`config.mk`:
```
export PLATFORM = sky130hd
export DESIGN_NAME = rgmii_rx_framer
export DESIGN_NICKNAME = d
export VERILOG_FILES = /design/src/rtl/rgmii_pkg.sv /design/src/rtl/rgmii_rx_stats.sv /design/src/rtl/rgmii_rx_framer.sv
export SDC_FILE = /design/constraint.sdc
export NUM_CORES = 1
export LEC_CHECK = 0
export ABC_CLOCK_PERIOD_IN_PS = 1850
export CORE_UTILIZATION = 47
export CTS_CLUSTER_DIAMETER = 40
export DETAILED_ROUTE_END_ITERATION = 6
export HOLD_SLACK_MARGIN = 0.05
export PLACE_DENSITY = 0.76
export SLEW_MARGIN = 20
export SYNTH_ARGS = -nofsm -noshare
export SYNTH_HDL_FRONTEND = slang
export SYNTH_SLANG_ARGS = --single-unit
```
`constraint.sdc`:
```
create_clock -name clk -period 1.85 [get_ports clk]
set_input_delay 0.2775 -clock clk [delete_from_list [all_inputs] [get_ports clk]]
set_output_delay 0.2775 -clock clk [all_outputs]
set_load 0.01 [all_outputs]
```
`src/rtl/rgmii_pkg.sv`:
```
// Shared types and constants for the RGMII receive path.
package rgmii_pkg;

  typedef enum logic [1:0] {
    IDLE,
    PRE,
    DATA,
    DROP
  } rx_state_t;

  localparam logic [7:0] PREAMBLE_BYTE = 8'h55;
  localparam logic [7:0] SFD_BYTE      = 8'hD5;
  localparam int         FRAME_LEN_W   = 16;

  // Rebuild one byte from the two nibbles captured on either clock edge.
  function automatic logic [7:0] ddr_byte(input logic [4:0] rise, input logic [4:0] fall);
    return {fall[3:0], rise[3:0]};
  endfunction

endpackage

```
`src/rtl/rgmii_rx_stats.sv`:
```
// Receive statistics: delivered frame count and bad/dropped frame count.
module rgmii_rx_stats
  import rgmii_pkg::*;
(
  input  logic                   clk,
  input  logic                   rst_n,
  input  logic                   last,
  input  logic                   error,
  input  logic                   drop,
  output logic [FRAME_LEN_W-1:0] stat_frames,
  output logic [FRAME_LEN_W-1:0] stat_errors
);

  // Free-running wrapping counters; a bad delivered frame and a dropped frame each count once.
  always_ff @(posedge clk) begin
    if (!rst_n) begin
      stat_frames <= '0;
      stat_errors <= '0;
    end else begin
      if (last) begin
        stat_frames <= stat_frames + 1'b1;
      end
      stat_errors <= stat_errors + FRAME_LEN_W'(last & error) + FRAME_LEN_W'(drop);
    end
  end

endmodule

```
`src/rtl/rgmii_rx_framer.sv`:
```
// RGMII receive framer: rebuilds bytes from DDR nibble pairs, strips preamble/SFD,
// streams payload with end-of-frame/error flags, frame length and statistics.
module rgmii_rx_framer
  import rgmii_pkg::*;
#(
  parameter int MIN_PREAMBLE = 1,
  parameter int MIN_LEN      = 64,
  parameter int MAX_LEN      = 1518
) (
  input  logic                   clk,
  input  logic                   rst_n,
  input  logic [4:0]             ddr_rise,
  input  logic [4:0]             ddr_fall,
  output logic [7:0]             m_data,
  output logic                   m_valid,
  output logic                   m_last,
  output logic                   m_error,
  output logic [FRAME_LEN_W-1:0] frame_len,
  output logic [FRAME_LEN_W-1:0] stat_frames,
  output logic [FRAME_LEN_W-1:0] stat_errors
);

  rx_state_t              state;
  logic [7:0]             rx_byte;
  logic                   dv;
  logic                   er;
  logic [2:0]             pcnt;
  logic [FRAME_LEN_W-1:0] len;
  logic                   err;
  logic [7:0]             hold_data;
  logic                   hold_full;
  logic                   drop_pulse;
  logic                   frame_bad;

  // Per-cycle decode of the DDR pair into byte, data-valid and receive-error.
  always_comb begin
    rx_byte   = ddr_byte(ddr_rise, ddr_fall);
    dv        = ddr_rise[4];
    er        = ddr_rise[4] ^ ddr_fall[4];
    frame_bad = err | (int'(len) < MIN_LEN) | (int'(len) > MAX_LEN);
  end

  // Framer FSM; the one-byte hold register lets the final byte carry m_last
  // when dv drops, so mid and last bytes share the same two-cycle latency.
  always_ff @(posedge clk) begin
    if (!rst_n) begin
      state      <= IDLE;
      pcnt       <= '0;
      len        <= '0;
      err        <= 1'b0;
      hold_data  <= '0;
      hold_full  <= 1'b0;
      m_data     <= '0;
      m_valid    <= 1'b0;
      m_last     <= 1'b0;
      m_error    <= 1'b0;
      frame_len  <= '0;
      drop_pulse <= 1'b0;
    end else begin
      m_valid    <= 1'b0;
      m_last     <= 1'b0;
      m_error    <= 1'b0;
      frame_len  <= '0;
      drop_pulse <= 1'b0;
      case (state)
        IDLE: begin
          if (dv) begin
            if (rx_byte == PREAMBLE_BYTE && !er) begin
              state <= PRE;
              pcnt  <= 3'd1;
            end else begin
              state <= DROP;
            end
          end
        end
        PRE: begin
          if (!dv) begin
            state      <= IDLE;
            drop_pulse <= 1'b1;
          end else if (er) begin
            state <= DROP;
          end else if (rx_byte == PREAMBLE_BYTE) begin
            if (pcnt != 3'd7) begin
              pcnt <= pcnt + 3'd1;
            end
          end else if (rx_byte == SFD_BYTE && int'(pcnt) >= MIN_PREAMBLE) begin
            state     <= DATA;
            len       <= '0;
            err       <= 1'b0;
            hold_full <= 1'b0;
          end else begin
            state <= DROP;
          end
        end
        DATA: begin
          if (dv) begin
            hold_data <= rx_byte;
            hold_full <= 1'b1;
            if (len != '1) begin
              len <= len + 1'b1;
            end
            if (er) begin
              err <= 1'b1;
            end
            if (hold_full) begin
              m_data  <= hold_data;
              m_valid <= 1'b1;
            end
          end else begin
            state     <= IDLE;
            hold_full <= 1'b0;
            if (hold_full) begin
              m_data    <= hold_data;
              m_valid   <= 1'b1;
              m_last    <= 1'b1;
              m_error   <= frame_bad;
              frame_len <= len;
            end else begin
              drop_pulse <= 1'b1;
            end
          end
        end
        DROP: begin
          if (!dv) begin
            state      <= IDLE;
            drop_pulse <= 1'b1;
          end
        end
        default: state <= IDLE;
      endcase
    end
  end

  rgmii_rx_stats u_stats (
    .clk         (clk),
    .rst_n       (rst_n),
    .last        (m_valid & m_last),
    .error       (m_error),
    .drop        (drop_pulse),
    .stat_frames (stat_frames),
    .stat_errors (stat_errors)
  );

endmodule

```
==> results.yml <==
critical_path:
  critical_path_arrival_ps: 2090
  start_kind: "flip-flop"
  path_delay_family: "simple AND/OR/NAND/NOR gates"
  endpoint_kind: "flip-flop"
  criticalPathCategory: "reg2reg"
  cp_slowest_cell: "or4_1"
  path_buf_inv: 1
  worstSetupPathDepth: 7
  crit_required_ps: 2130
  reg2reg_depth: 7
  crit_chain: "inv_2 > ha_4 > o31ai_2 > or3_4 > a21o_1 > or4_1 > o22ai_1"
  cp_max_fo: 4
  slowest_delay_ps: 470
pwr:
  p_total_uw: 3520
  leakage_uw: 0.00193
  ir_drop_mv: 0.387
  p_switching_uw: 838
  power_frac_comb_pct: 6.2
  pwr-share-clk_pct: 37.8
  p_per_area_nw_per_um2: 657
  internal_power_uw: 2690
  sw_frac_of_total_pct: 23.8
  seqPwrFrac_pct: 56.0
detailed_routing:
  vias: 3742
  finalWirelength_um: 10100
  ant_nets: 0
  drt_first_pass_iters: 4
  drc: 0
  routed_via_density: 5.48
  drt_iter0_markers: 168
  routedWlPerCell_um: 14.8
placed_design:
  portBuffers: 70
  dp_hpwl_um: 7340
  dpl.cell_count: 664
  routabilityCongestion: 0.928
cells_and_area:
  layout.nets: 597
  fin_util_pct: 68.0
  drive_gt1_share_pct: 17.0
  area_growth_syn_to_layout_pct: 37.6
  antenna-diode-count: 0
  nFillCells: 624
  instances_no_fill: 683
timing:
  rsz0062_at_grt: "true"
  timing.slew.headroom_pct: 73.8
  tns_ps: 0
  tightestPinTransition_ps: 389
  period_share_pct: 97.6
  finClkSkew_ps: 8.53
  min_period_ps: 1810
  setup_viol: 0
  final_hold_viol_count: 0
  drv_slew: 0
  max_freq_ghz: 0.554
job:
  drv_cap: 0
global_routing:
  antenna_found_initial: 0
  grt_pass1_wl_um: 16600
  grt_overflow: 0
  track_usage_pct: 24.2
  grt_max_degree: 25
  grt_pass1_vias: 3540
synthesis:
  postSynthAreaPerCell_um2: 8.47
  synth_most_common_cell: "dfxtp_1"
  async_flop_share_pct: 0
  synth.largest_area_cell: "dfxtp_1"
  synth_top_area_share_pct: 46.8
  synthTopCellsByArea: "dfxtp_1 (47%), nand2_1 (6.6%), a21oi_1 (4.8%)"
  synth.distinct_cells: 48
  ys.flop_type: "dfxtp_1"
  netlist_area_um2: 3900
  synth_edf_count: 0
  synth-seq-area-share_pct: 46.8
  syn_inst: 460
  yosys_warnings: 0
  ys_ff_latch: 91
  syn_nets: 480
  synthTopCellsByCount: "dfxtp_1 (91), nand2_1 (69), nor2_1 (42)"
clock_network:
  numClockSinks: 91
  cts_root_buf: "clkbuf_8"
  path_clk_slew_ps: 90
  cts.path.max_buffers: 2
  numCtsBuffers: 9
  h-tree-depth: 3
  cts_tree: "built"
  clk_latency_ps: 360
floorplan:
  io_pins: 71
  die_area_um2: 8660
  fp.coreArea_um2: 7890
  fp-row-count: 32
  die-width_um: 93.1
  die-height_um: 93.1
  start_util_pct: 49.4
worst_hold_path:
  hold_path_depth: 3
  hp-class: "in2reg"
run_status:
  status: "completed"
## cell usage in the layout (no fill, tap or decap), types with 5 or more instances in the layout
cell             netlist  final
a211oi_1               5      5
a21oi_1               37     36
a31oi_1                5      5
and2_1                19     19
and3_1                 6      5
buf_4                  1     57
clkbuf_8               0      9
clkdlybuf4s50_1        0     61
dfxtp_1               91     88
dlygate4sd2_1          0      9
inv_1                  7      6
nand2_1               69     67
nand3_1               25     23
nand4_1               10     10
nor2_1                42     40
nor3_1                13     12
nor4_1                 7      6
o21ai_0               15     13
or3_1                  7      7
xnor2_1               11     11
xor2_1                13     13
## path summary, 6_finish.rpt
kind               start           end  slack (ps)
max reg2reg      pcnt[1]        len[3]          40
max              pcnt[1]        len[3]          40
min reg2reg    m_data[2]     m_data[2]         460
min          ddr_rise[3]  hold_data[3]         310
## per-stage QoR
step                hold WS (ps)  cell area, µm²  setup WS, ps
global route                 330            5360         -48.1
global placement             441            5050          -404
floorplan                    413            3900          41.8
finish                       314            5360          44.1
detailed placement           446            5050          -433
CTS                          312            5300         -6.18
## metal layers
layer	up-vias	routed length, µm	GRT usage (%)
met2	141	4840	40.5
met5	-	0	0
met4	0	231	10.4
met3	22	562	3.17
met1	1735	4470	31.2
li1	1844	-	-
## power by group through the flow
stage	combinational, µW	sequential [µW]	clock (µW)
finish	218	1980	1330
global placement	204	2020	0
global route	238	1980	1440
floorplan	106	2020	0
detailed placement	209	2020	0
CTS	207	1970	1350
## sequential cells by signal (all words and copies together) (netlist names)
signal and cells:
hold_full 1, m_error 1, len 16, frame_len 16, state 2, pcnt 3, m_data 8, u_stats.stat_errors 16
drop_pulse 1, m_last 1, u_stats.stat_frames 16, hold_data 8, err 1, m_valid 1
## logic make-up after synthesis
group / share of synthesized area [%]
simple gates: 28.4
flops: 46.8
compound gates: 13.5
buf+inv: 3.18
xor+xnor: 5.39
fa+ha+maj: 2.76
## area by class of cell
cell class	instances	area [µm²]	share of cell area, %
Clock inverter	5	63.8	1.19
Sequential cell	91	1830	34.1
Inverter	7	26.3	0.490
Tap cell	102	128	2.38
Timing Repair Buffer	129	1150	21.4
Clock buffer	10	128	2.38
Multi-Input combinational cell	339	2040	38.1
## worst min-delay path: cells and delay by family
kind            cells  cell delay [ps]
buf+inv             1              240
simple gates        1               60
compound gates      1               50
## timing repair
item	4_1_cts	5_1_grt
pin swaps	8	2
hold buffers	0	0
resized for setup	21	16
setup endpoints to repair	16	18
gates cloned	0	1
buffers inserted	2	1
Power figures use the tool's default switching activity.
